`src/rtl/threadbrain_pkg.sv`:
```
// Shared ISA and state definitions for the decode stage.
package threadbrain_pkg;

  typedef logic [3:0] op_t;

  localparam op_t OP_NOP  = 4'h0;
  localparam op_t OP_ADD  = 4'h1;
  localparam op_t OP_MOVE = 4'h2;
  localparam op_t OP_IN   = 4'h3;
  localparam op_t OP_OUT  = 4'h4;
  localparam op_t OP_JZ   = 4'h5;
  localparam op_t OP_JNZ  = 4'h6;
  localparam op_t OP_JMP  = 4'h7;
  localparam op_t OP_HALT = 4'hF;

  typedef enum logic {
    ST_RUN    = 1'b0,
    ST_HALTED = 1'b1
  } state_t;

  // Opcodes 8..E are undefined and execute as NOP.
  function automatic logic op_is_illegal(input op_t op);
    case (op)
      OP_NOP, OP_ADD, OP_MOVE, OP_IN, OP_OUT,
      OP_JZ, OP_JNZ, OP_JMP, OP_HALT: return 1'b0;
      default:                        return 1'b1;
    endcase
  endfunction

endpackage

```
`src/rtl/decode_skid_fifo.sv`:
```
// Small skid FIFO holding {pc, word} pairs that arrive while decode is full.
module decode_skid_fifo #(
  parameter int unsigned DEPTH = 2,
  parameter int unsigned W     = 32,
  localparam int unsigned CW   = $clog2(DEPTH + 1),
  localparam int unsigned PW   = (DEPTH > 1) ? $clog2(DEPTH) : 1
) (
  input  logic          clk,
  input  logic          rst_n,
  input  logic          push,
  input  logic          pop,
  input  logic          flush,
  input  logic [W-1:0]  din,
  output logic [W-1:0]  head_c,
  output logic [CW-1:0] count,
  output logic          empty_c
);

  logic [W-1:0]  mem_q [DEPTH];
  logic [PW-1:0] rd_ptr;
  logic [PW-1:0] wr_ptr;
  logic          full;
  logic          push_ok;
  logic          pop_ok;

  function automatic logic [PW-1:0] ptr_inc(input logic [PW-1:0] p);
    return (32'(p) == DEPTH - 1) ? '0 : p + PW'(1);
  endfunction

  always_comb begin
    empty_c = (count == '0);
    full    = (count == CW'(DEPTH));
    head_c  = mem_q[rd_ptr];
    push_ok = push & !flush;
    pop_ok  = pop & !flush & !empty_c;
  end

  always_ff @(posedge clk) begin
    if (push_ok) mem_q[wr_ptr] <= din;
  end

  always_ff @(posedge clk or negedge rst_n) begin
    if (!rst_n) begin
      rd_ptr <= '0;
      wr_ptr <= '0;
      count  <= '0;
    end else if (flush) begin
      rd_ptr <= '0;
      wr_ptr <= '0;
      count  <= '0;
    end else begin
      if (push_ok) wr_ptr <= ptr_inc(wr_ptr);
      if (pop_ok)  rd_ptr <= ptr_inc(rd_ptr);
      case ({push_ok, pop_ok})
        2'b10:   count <= count + CW'(1);
        2'b01:   count <= count - CW'(1);
        default: count <= count;
      endcase
    end
  end

  // In-flight depth equals FIFO depth, so a net push into a full FIFO is a design bug.
  assert property (@(posedge clk) disable iff (!rst_n) !(push && !pop && !flush && full))
    else $error("decode_skid_fifo overflow");

endmodule

```
`src/rtl/decode.sv`:
```
// Decode stage: tracks fetch latency, skids in-flight words, decodes, issues, resolves branches.
// Optional perf counters are built when DECODE_PERF_EN is defined.
module decode
  import threadbrain_pkg::*;
#(
  parameter int unsigned AW         = 16,
  parameter int unsigned DW         = 16,
  parameter int unsigned FETCH_LAT  = 2,
  parameter int unsigned SKID_DEPTH = 2
) (
  input  logic          clk,
  input  logic          rst_n,
  input  logic          core_en,
  input  logic [AW-1:0] fetch_addr,
  input  logic [DW-1:0] ins,
  output logic          stall,
  output logic          branch_en,
  output logic [AW-1:0] branch_val,
  input  logic          ex_ready,
  input  logic          zero_flag,
  output logic          dec_valid,
  output logic [3:0]    dec_op,
  output logic [15:0]   dec_imm,
  output logic [AW-1:0] dec_pc,
  output logic          illegal,
  output logic          halted,
  output logic [15:0]   perf_taken,
  output logic [15:0]   perf_stall
);

  localparam int unsigned EW = AW + DW;
  localparam int unsigned CW = $clog2(SKID_DEPTH + 1);

  state_t                       state;
  logic [FETCH_LAT-1:0]         v_pipe;
  logic [FETCH_LAT-1:0][AW-1:0] a_pipe;

  logic          run_c, arr_v_c, issue_c, taken_c, halt_issue_c, flush_c;
  logic          load_c, req_c, src_v_c;
  logic          fifo_push_c, fifo_pop_c, fifo_empty_c;
  logic [CW-1:0] fifo_count;
  logic [EW-1:0] fifo_head_c, src_c;
  logic [AW-1:0] src_pc_c;
  logic [DW-1:0] src_ins_c;

  // Issue, branch resolution, back-pressure and refill steering.
  always_comb begin
    taken_c    = 1'b0;
    branch_val = '0;
    run_c      = (state == ST_RUN);
    arr_v_c    = v_pipe[FETCH_LAT-1] & core_en;
    issue_c    = dec_valid & ex_ready;
    case (dec_op)
      OP_JMP: begin
        taken_c    = 1'b1;
        branch_val = AW'(dec_imm[11:0]);
      end
      OP_JZ: begin
        taken_c    = zero_flag;
        branch_val = dec_pc + AW'($signed(dec_imm));
      end
      OP_JNZ: begin
        taken_c    = !zero_flag;
        branch_val = dec_pc + AW'($signed(dec_imm));
      end
      default: ;
    endcase
    branch_en    = issue_c & taken_c;
    halt_issue_c = issue_c & (dec_op == OP_HALT);
    flush_c      = branch_en | halt_issue_c | !core_en;
    // Fetch honours stall over branch, so a redirect must never see stall.
    stall        = !branch_en & (!core_en | halted | (dec_valid & !ex_ready) |
                                 (fifo_count != '0));
    req_c        = branch_en | (core_en & !stall & !halt_issue_c & run_c);
    load_c       = run_c & (!dec_valid | issue_c);
    fifo_pop_c   = load_c & !fifo_empty_c & !flush_c;
    fifo_push_c  = arr_v_c & !flush_c & run_c & !(load_c & fifo_empty_c);
    src_c        = fifo_empty_c ? {a_pipe[FETCH_LAT-1], ins} : fifo_head_c;
    src_v_c      = !fifo_empty_c | arr_v_c;
    src_pc_c     = src_c[EW-1:DW];
    src_ins_c    = src_c[DW-1:0];
  end

  decode_skid_fifo #(
    .DEPTH (SKID_DEPTH),
    .W     (EW)
  ) u_skid (
    .clk     (clk),
    .rst_n   (rst_n),
    .push    (fifo_push_c),
    .pop     (fifo_pop_c),
    .flush   (flush_c),
    .din     ({a_pipe[FETCH_LAT-1], ins}),
    .head_c  (fifo_head_c),
    .count   (fifo_count),
    .empty_c (fifo_empty_c)
  );

  // In-flight tracking, decode register and run/halt state.
  always_ff @(posedge clk or negedge rst_n) begin
    if (!rst_n) begin
      state     <= ST_RUN;
      v_pipe    <= '0;
      a_pipe    <= '0;
      dec_valid <= 1'b0;
      dec_op    <= '0;
      dec_imm   <= '0;
      dec_pc    <= '0;
      illegal   <= 1'b0;
      halted    <= 1'b0;
    end else begin
      v_pipe  <= {v_pipe[FETCH_LAT-2:0] & {(FETCH_LAT-1){!flush_c}}, req_c};
      a_pipe  <= {a_pipe[FETCH_LAT-2:0], (branch_en ? branch_val : fetch_addr)};
      illegal <= issue_c & op_is_illegal(dec_op);
      if (halt_issue_c) begin
        state  <= ST_HALTED;
        halted <= 1'b1;
      end
      if (flush_c || !run_c) begin
        dec_valid <= 1'b0;
      end else if (load_c) begin
        dec_valid <= src_v_c;
        if (src_v_c) begin
          dec_op  <= src_ins_c[15:12];
          dec_imm <= 16'($signed(src_ins_c[11:0]));
          dec_pc  <= src_pc_c;
        end
      end
    end
  end

`ifdef DECODE_PERF_EN
  // Saturating event counters.
  always_ff @(posedge clk or negedge rst_n) begin
    if (!rst_n) begin
      perf_taken <= '0;
      perf_stall <= '0;
    end else begin
      if (branch_en && perf_taken != 16'hFFFF) perf_taken <= perf_taken + 16'd1;
      if (stall && core_en && perf_stall != 16'hFFFF) perf_stall <= perf_stall + 16'd1;
    end
  end
`else
  assign perf_taken = '0;
  assign perf_stall = '0;
`endif

endmodule

```
`config.mk`:
```
export PLATFORM = sky130hd
export DESIGN_NAME = decode
export DESIGN_NICKNAME = d
export VERILOG_FILES = /design/src/rtl/threadbrain_pkg.sv /design/src/rtl/decode_skid_fifo.sv /design/src/rtl/decode.sv
export SDC_FILE = /design/constraint.sdc
export NUM_CORES = 1
export LEC_CHECK = 0
export CAP_MARGIN = 20
export CORE_MARGIN = 2
export CORE_UTILIZATION = 25
export DETAILED_ROUTE_END_ITERATION = 6
export SLEW_MARGIN = 0
export SYNTH_ARGS = -nofsm -noshare
export SYNTH_HDL_FRONTEND = slang
export SYNTH_HIERARCHICAL = 1
export SYNTH_SLANG_ARGS = --single-unit
export TNS_END_PERCENT = 100
```
`constraint.sdc`:
```
create_clock -name clk -period 4.71 [get_ports clk]
set_clock_uncertainty 0.2 [all_clocks]
set_input_delay 1.413 -clock clk [delete_from_list [all_inputs] [get_ports clk]]
set_output_delay 1.413 -clock clk [all_outputs]
set_load 0.05 [all_outputs]
```
==> results of run 1 <==
-- metal layers --
layer | part of all wire [%] | wire length [µm] | GRT usage, % | vias up
met3 | 5.8 | 905 | 3.755 | 15
met4 | 1.5 | 241 | 4.160 | 0
met5 | 0 | 0 | 0 | -
met2 | 48 | 7488 | 18.60 | 108
li1 | - | - | - | 2010
met1 | 45 | 7040 | 14.65 | 2041
-- metrics by stage --
step	worst slack, ps	power [µW]	hold slack (ps)
finish	188.1	5980	143.3
global route	13.25	6319	154.5
global placement	408.3	4492	132.7
floorplan	8.482	3579	131.2
CTS	41.48	6018	146.8
detailed placement	370.4	4507	134.7
-- worst min path at each step --
stage | to | slack (ps) | cells past startpoint
after global routing | a_pipe[16] | 150 | 0
after floorplan | a_pipe[16] | 130 | 0
after CTS | a_pipe[27] | 150 | 0
after detailed placement | a_pipe[27] | 130 | 0
after global placement | a_pipe[19] | 130 | 0
final | a_pipe[27] | 140 | 0
-- Yosys cell counts, types with 2 or more instances --
cell type,n
a22o_1,4
mux2_2,8
buf_6,2
clkbuf_1,7
buf_4,39
nand4_1,2
o21ai_0,14
mux2i_1,32
o21bai_1,2
nor2b_1,4
nand2b_1,5
and3_1,3
nand2_1,47
mux2_4,29
xor2_1,4
nand3_1,7
dfrtp_1,73
buf_12,3
edfxtp_1,64
inv_1,3
a21oi_1,36
ha_1,15
o31ai_1,6
xnor2_1,12
a21oi_2,10
a211oi_1,3
nor2_1,52
buf_2,4
a21o_1,7
a31oi_1,3
or3_1,2
-- power by group --
group | internal, µW | total, µW | leakage (µW) | switching [µW]
Clock | 979 | 1480 | 0.000318 | 499
Sequential | 1410 | 1600 | 0.00141 | 190
Combinational | 1050 | 2900 | 0.00183 | 1860
-- cell families after synthesis --
kind of cell	synth area share, %
and+or+nand+nor	8.987
buffers and inverters	6.674
adders and majority gates	3.148
muxes	12.82
DFF	56.81
xor gates and xnor gates	2.124
AOI/OAI and AO/OA	9.386
other	0.05683
-- repair_timing --
item                                    CTS  global route
gates resized for setup                   2             5
endpoints found under the setup margin    3             6
pin swaps                                 0             3
-- layout make-up --
class | instances | area (µm²)
Clock buffer | 23 | 510.5
Clock inverter | 9 | 156.4
Fill cell | 2593 | 17410
Inverter | 4 | 15.01
Multi-Input combinational cell | 359 | 2567
Sequential cell | 137 | 3750
Tap cell | 335 | 419.2
Timing Repair Buffer | 105 | 1154
-- sequential cells by signal, indices dropped and copies added (netlist names) --
| name | flops |
|---|---|
| u_skid/rd_ptr | 1 |
| dec_imm | 12 |
| state | 1 |
| u_skid/mem_q | 64 |
| dec_op | 4 |
| v_pipe | 2 |
| dec_valid | 1 |
| a_pipe | 32 |
| dec_pc | 16 |
| u_skid/wr_ptr | 1 |
| u_skid/count | 2 |
| illegal | 1 |
==> impl_metrics.csv, run 1 <==
group,metric,value,unit
outcome,status,"completed",
drt,vias_per_cell,4.294,
worst_setup_path,cp-start-kind,"register",
worst_setup_path,reg2reg_depth,9,
die,die_w,166.5,µm
yosys,yosys.cell_types.count,54,
worst_setup_path,crit_type,"reg -> out",
place,place_congestion,0.7907,
finish,drive_above_1_share,19.00,%
worst_setup_path,cp.arrival,2910,ps
yosys,synth_flop_cell,"dfrtp_1",
die,die_area,27710,µm²
job,drv_cap,0,
cts,cts_buffer_depth,2,
worst_setup_path,crit_cells,9,
die,core_region_area,25980,µm²
sta,drv_slew,0,
drt,ant_nets,0,
yosys,synth-edff-count,64,
power_and_ir_drop,p_per_area,697.6,nW/µm²
worst_setup_path,critPathTopFamily,"compound AO/OA/AOI/OAI gates",
hold_path,hold_path.class,"reg -> reg",
yosys,netlist_area,6599,µm²
global_routing,antenna_found_initial,0,
sta,rsz0062_at_grt,"false",
worst_setup_path,cpMaxStageDelayCell,"dfrtp_1",
cts,postCtsSetupRepairBufs,0,
cts,cts.sinks,137,
worst_setup_path,crit_path_start,"dec_imm[0]",
power_and_ir_drop,vdd_drop_max,0.2563,mV
global_routing,first_global_vias,4140,
yosys,async_reset_ff_share,53.28,%
drt,dr.first_iter.drc_count,240,
finish,postLayoutCellArea,8572,µm²
hold_path,hold_start,"a_pipe[11]",
yosys,synthTopCellsByArea,"edfxtp_1 29%, dfrtp_1 28%, mux2_4 6.6%",
worst_setup_path,setup.worst_path.end_class,"primary output",
power_and_ir_drop,power_leakage,0.003558,µW
cts,numCtsBuffers,17,
place,dp_cells,938,
die,ioPinCount,126,
sta,fmax,221.1,MHz
drt,wl_per_cell,16.13,µm
die,die_y,166.5,µm
yosys,syn_area_per_cell,12.57,µm²
sta,worst_slew_pin_slew,781.1,ps
global_routing,grt_pass1_wl,24160,µm
sta,finalCritPeriodShare,96.01,%
worst_setup_path,path_buf_inv,1,
cts,clk_pin_slew,60,ps
cts,clk_latency,420,ps
drt,drc_errors,0,
cts,postCtsHoldBufs,0,
drt,routed_wl,15680,µm
worst_setup_path,crit_fanout,4,
finish,final_cell_mix,"78 x clkdlybuf4s50_1, 72 x dfrtp_1, 64 x edfxtp_1",
die,initial_core_util,25.39,%
finish,fin_util,32.99,%
finish,antenna_cells,0,
sta,relSlewSlack,47.80,%
cts,htreeDepth,4,
cts,clock-root-buffer,"clkbuf_16",
worst_setup_path,cp_cell_sequence,"ha_1 -> fa_2 -> a211oi_2 -> o21bai_1 -> a31oi_1 -> o21ai_0 -> xnor2_1 -> nor2_1 -> buf_12",
sta,period_minus_slack,4522,ps
finish,area_growth,29.90,%
yosys,ys_warn_count,6,
place,dpl-instance-area,7829,µm²
place,dpl.hpwl,10830,µm
yosys,yosysSeqAreaShare,56.81,%
worst_setup_path,r2r_setup_slack,1970,ps
global_routing,grt_start_max_net_pins,74,
cts,cts_tree,"yes",
yosys,yosys.area.top_type,"edfxtp_1",
drt,vias,4174,
finish,final_common_cell,"clkdlybuf4s50_1",
sta,tns,0,ps
worst_setup_path,crit_end,"branch_val[12]",
finish,finalNetCount,677,
sta,finalSetupViolCount,0,
worst_setup_path,cp_slowest_stage_delay,410,ps
worst_setup_path,cp.required,3100,ps
yosys,syn_inst,525,
finish,stdcell_count,972,
drt,drtPass1Iterations,4,
global_routing,grt_usage,11.58,%
yosys,ys_ff_latch,137,
global_routing,grt_overflow_total,0,
place,port_buffers,93,
yosys,synth_top_cell_area_share,29.12,%
worst_setup_path,crit-reg2reg-launch,"dec_imm[0]",
worst_setup_path,r2r_end,"a_pipe[8]",
die,rows,59,
sta,hold_viol_final,0,
(Power assumes the default switching activity.)
==> inputs of run 2 (changes only) <==
CORE_MARGIN = default   (was 2)
==> run 2 against run 1 <==
  * Cell count shrank 0.10%
  * Power shrank 2.5%
  * Sequential power is essentially flat
  * Global-route usage grew 0.45 points
  * Critical endpoint is now branch_val[14]
  * Worst hold slack gained 1.7 ps
==> impl_metrics.csv, run 2 (same netlist as run 1, synthesis figures left out) <==
group,metric,value,unit
worst_setup_path,cpMostUsedCell,"a211oi_2",
cts,postCtsSetupRepairBufs,0,
worst_setup_path,cp.required,3100,ps
power_and_ir_drop,vdd_drop_max,0.2578,mV
place,dpl-instance-area,7829,µm²
cts,numCtsBuffers,17,
finish,area_growth,28.27,%
worst_setup_path,crit_type,"reg -> out",
finish,antenna_cells,0,
outcome,status,"completed",
worst_setup_path,cpMaxStageDelayCell,"fa_1",
global_routing,grt_pass1_wl,23880,µm
worst_setup_path,cp_cell_sequence,"ha_1 -> fa_1 -> a211oi_2 -> o21bai_2 -> a211oi_2 -> a31oi_1 -> xnor2_1 -> nor2_1 -> buf_12",
worst_setup_path,path_buf_inv,1,
sta,relSlewSlack,33.82,%
cts,cts.sinks,137,
sta,period_minus_slack,4565,ps
sta,hold_viol_final,0,
place,place_congestion,0.7848,
drt,routed_wl,15440,µm
die,core_region_area,25980,µm²
worst_setup_path,r2r_setup_slack,1920,ps
finish,fin_util,32.57,%
worst_setup_path,setup.worst_path.end_class,"primary output",
worst_setup_path,cp-start-kind,"register",
sta,drv_slew,0,
finish,postLayoutCellArea,8464,µm²
global_routing,first_global_vias,4104,
finish,regMostFlops,"u_skid/mem_q",
finish,largest_reg_flops,64,
die,die_w,164.5,µm
global_routing,grt_start_max_net_pins,74,
finish,reg_top3,"u_skid/mem_q: 64 flops, a_pipe: 32 flops, dec_pc: 16 flops",
finish,drive_above_1_share,19.03,%
cts,clk_pin_slew,60,ps
die,die_area,27050,µm²
power_and_ir_drop,seqPwrFrac,27.4,%
sta,finalCritPeriodShare,96.93,%
job,drv_cap,0,
finish,fill_cells,2593,
die,ioPinCount,126,
sta,rsz0062_at_grt,"false",
place,port_buffers,93,
global_routing,grt_overflow_total,0,
power_and_ir_drop,power_leakage,0.003519,µW
drt,dr.first_iter.drc_count,266,
finish,final_cell_mix,"78 x clkdlybuf4s50_1, 72 x dfrtp_1, 64 x edfxtp_1",
power_and_ir_drop,power_frac_clock,22.8,%
power_and_ir_drop,comb_power_share,49.9,%
drt,drtPass1Iterations,4,
drt,drc_errors,0,
worst_setup_path,cp_slowest_stage_delay,440,ps
sta,worst_slew_pin_slew,992.7,ps
drt,vias_per_cell,4.272,
cts,cts_tree,"yes",
die,rows,59,
worst_setup_path,crit_path_start,"dec_imm[0]",
power_and_ir_drop,swShare,43.53,%
sta,finalSetupViolCount,0,
power_and_ir_drop,p_per_area,689.1,nW/µm²
cts,cts_buffer_depth,2,
cts,clock-root-buffer,"clkbuf_16",
global_routing,grt_usage,12.02,%
worst_setup_path,crit-reg2reg-launch,"dec_imm[0]",
worst_setup_path,critPathTopFamily,"compound AO/OA/AOI/OAI gates",
sta,tns,0,ps
global_routing,antenna_found_initial,1,
drt,vias,4148,
finish,final_common_cell,"clkdlybuf4s50_1",
die,initial_core_util,25.39,%
power_and_ir_drop,internal_power,3294,µW
sta,fmax,219.0,MHz
place,dpl.hpwl,10600,µm
cts,clk_latency,420,ps
power_and_ir_drop,p_switching,2539,µW
finish,finalNetCount,676,
cts,postCtsHoldBufs,0,
drt,wl_per_cell,15.90,µm
hold_path,hold_path.class,"reg -> reg",
drt,ant_nets,0,
worst_setup_path,cp.arrival,2950,ps
worst_setup_path,crit_fanout,4,
hold_path,hold_start,"a_pipe[13]",
die,die_y,164.5,µm
cts,htreeDepth,4,
-- run 2: what timing repair did --
| item | CTS | global route |
|---|---|---|
| setup endpoints to repair | 3 | 6 |
| resized for setup | 2 | 4 |
| pin swaps | 0 | 2 |
-- run 2: power by group through the flow --
stage / logic [µW] / clock network, µW / registers, µW
after floorplan: 1540 / 0 / 2040
after global placement: 2870 / 0 / 1620
after detailed placement: 2890 / 0 / 1620
after CTS: 2910 / 1360 / 1600
after global routing: 3120 / 1410 / 1620
final: 2910 / 1330 / 1600
-- run 2: path summary, 6_finish.rpt --
kind | end | cells after the start
max | branch_val[14] | 9
min | a_pipe[29] | 0
max reg2reg | a_pipe[8] | 9
min reg2reg | a_pipe[29] | 0
max in group asynchronous | u_skid/rd_ptr | 1
min in group asynchronous | state | 1
-- run 2: layout make-up --
| type | count | area, µm² | share of cell area [%] |
|---|---|---|---|
| Sequential cell | 137 | 3750 | 44.30 |
| Multi-Input combinational cell | 359 | 2566 | 30.32 |
| Timing Repair Buffer | 104 | 1119 | 13.22 |
| Tap cell | 335 | 419.2 | 4.952 |
| Clock buffer | 19 | 442.9 | 5.233 |
| Inverter | 4 | 15.01 | 0.1774 |
| Clock inverter | 13 | 152.6 | 1.803 |
-- run 2: metal layers --
| metal | vias to the layer above | global-route usage (%) | part of all wire, % |
|---|---|---|---|
| met5 | - | 0 | 0 |
| met4 | 0 | 6.130 | 2.8 |
| met3 | 21 | 3.591 | 5.4 |
| met2 | 83 | 19.04 | 47 |
| met1 | 2040 | 14.80 | 45 |
| li1 | 2004 | - | - |
-- run 2: through the flow --
stage / std cells / hold slack (ps) / worst slack, ps / total power, µW
detailed placement: 938 / 135.8 / 388.5 / 4508
finish: 971 / 145.0 / 144.6 / 5833
global route: 971 / 156.7 / 16.75 / 6151
global placement: 938 / 133.3 / 387.7 / 4485
CTS: 970 / 148.3 / 48.19 / 5870
floorplan: 556 / 131.2 / 8.482 / 3579
==> inputs of run 3 (changes only) <==
CORE_MARGIN = 10   (was default)
MAX_ROUTING_LAYER = met4   (was default)
==> run 3 against run 2 <==
  * Combinational power about the same
  * Global-route usage decreased by 1.6 points
  * Sequential share of layout area grew 0.38 points
  * Critical path depth did not move
==> impl_metrics.csv, run 3 (same netlist as run 1, synthesis figures left out) <==
group,metric,value,unit
worst_setup_path,crit_fanout,4,
power_and_ir_drop,vdd_drop_max,0.1983,mV
drt,vias_per_cell,4.233,
cts,numCtsBuffers,17,
worst_setup_path,setup.worst_path.end_class,"primary output",
cts,postCtsSetupRepairBufs,0,
finish,regMostFlops,"u_skid/mem_q",
worst_setup_path,cpMaxStageDelayCell,"dfrtp_1",
sta,finalSetupViolCount,0,
drt,ant_nets,0,
finish,drive_above_1_share,19.38,%
cts,clk_pin_slew,60,ps
global_routing,grt_usage,10.47,%
cts,cts_tree,"yes",
worst_setup_path,crit_type,"reg -> out",
drt,routed_wl,16760,µm
job,drv_cap,0,
place,dpl.hpwl,12140,µm
die,die_area,33290,µm²
worst_setup_path,cp_slowest_stage_delay,400,ps
sta,worst_slew_pin_slew,623.4,ps
sta,relSlewSlack,58.31,%
worst_setup_path,cp.arrival,2850,ps
sta,fmax,224.1,MHz
drt,vias,4131,
global_routing,grt_start_max_net_pins,74,
hold_path,hold_path.class,"reg -> reg",
die,initial_core_util,25.39,%
global_routing,grt_overflow_total,0,
drt,wl_per_cell,17.17,µm
sta,rsz0062_at_grt,"false",
power_and_ir_drop,power_leakage,0.003480,µW
cts,cts.sinks,137,
worst_setup_path,critPathTopFamily,"compound AO/OA/AOI/OAI gates",
cts,htreeDepth,4,
die,core_region_area,25980,µm²
finish,finalNetCount,680,
finish,reg_top3,"u_skid/mem_q: 64 flops, a_pipe: 32 flops, dec_pc: 16 flops",
cts,clock-root-buffer,"clkbuf_16",
drt,drc_errors,0,
finish,area_growth,27.17,%
sta,period_minus_slack,4462,ps
die,ioPinCount,126,
finish,fill_cells,2633,
sta,tns,0,ps
die,rows,59,
finish,final_cell_mix,"78 x clkdlybuf4s50_1, 72 x dfrtp_1, 64 x edfxtp_1",
global_routing,grt_pass1_wl,25890,µm
drt,drtPass1Iterations,4,
worst_setup_path,path_buf_inv,1,
power_and_ir_drop,p_per_area,676.5,nW/µm²
drt,dr.first_iter.drc_count,188,
finish,multi_input_area,2571,µm²
global_routing,first_global_vias,4284,
worst_setup_path,cp-start-kind,"register",
place,port_buffers,93,
finish,seqCellArea,3750,µm²
outcome,status,"completed",
die,die_y,182.5,µm
worst_setup_path,cp_cell_sequence,"ha_1 -> fa_2 -> a211oi_2 -> o21bai_1 -> a31oi_1 -> o21ai_0 -> xnor2_1 -> nor2_1 -> buf_12",
finish,final_common_cell,"clkdlybuf4s50_1",
place,place_congestion,0.7984,
die,die_w,182.5,µm
global_routing,antenna_found_initial,1,
sta,drv_slew,0,
cts,clk_latency,420,ps
sta,finalCritPeriodShare,94.74,%
sta,hold_viol_final,0,
finish,largest_reg_flops,64,
finish,fin_util,32.29,%
cts,cts_buffer_depth,2,
worst_setup_path,cp.required,3100,ps
run 3: area by class of cell:
class / instances / area share (%)
Clock inverter: 10 / 0.6411
Sequential cell: 137 / 44.68
Inverter: 4 / 0.1789
Timing Repair Buffer: 108 / 13.42
Tap cell: 335 / 4.995
Clock buffer: 22 / 5.412
Antenna cell: 1 / 0.02982
Multi-Input combinational cell: 359 / 30.64
run 3: path summary, 6_finish.rpt:
path                             from             end  slack, ps  cells after the start
min in group asynchronous       rst_n         illegal        620                      1
setup / recovery           dec_imm[0]  branch_val[12]        250                      9
hold / removal              a_pipe[8]      a_pipe[24]        150                      0
max in group asynchronous       rst_n   u_skid/rd_ptr       3130                      2
hold reg to reg             a_pipe[8]      a_pipe[24]        150                      0
setup reg to reg           dec_imm[0]       a_pipe[8]       2020                      9
run 3: per-stage QoR:
stage	std cells	instance area, µm²	hold WS [ps]	total power [µW]	setup WS [ps]
5_1_grt	976	8392	152.1	6023	57.68
6_report	976	8392	145.2	5677	247.9
3_3_place_gp	942	7831	132.6	4515	404.6
3_5_place_dp	942	7831	134.7	4533	412.1
4_1_cts	974	8344	147.5	5727	21.48
2_1_floorplan	556	6715	131.2	3579	8.482
run 3: routing by layer:
metal,part of all wire (%),vias to the layer above,GRT usage (%)
met1,44,2019,12.41
met5,0,-,-
li1,-,2011,-
met3,6.4,12,3.581
met2,48,89,16.45
met4,1.1,0,3.222
run 3: power breakdown:
group | switching [µW] | internal, µW | total [µW]
clock network | 481 | 676 | 1160
registers | 182 | 1410 | 1590
logic | 1880 | 1050 | 2930
run 3: repair_timing:
item	4_1_cts	5_1_grt
setup endpoints to repair	2	5
pin swaps	0	2
hold buffers	0	0
resized for setup	1	6
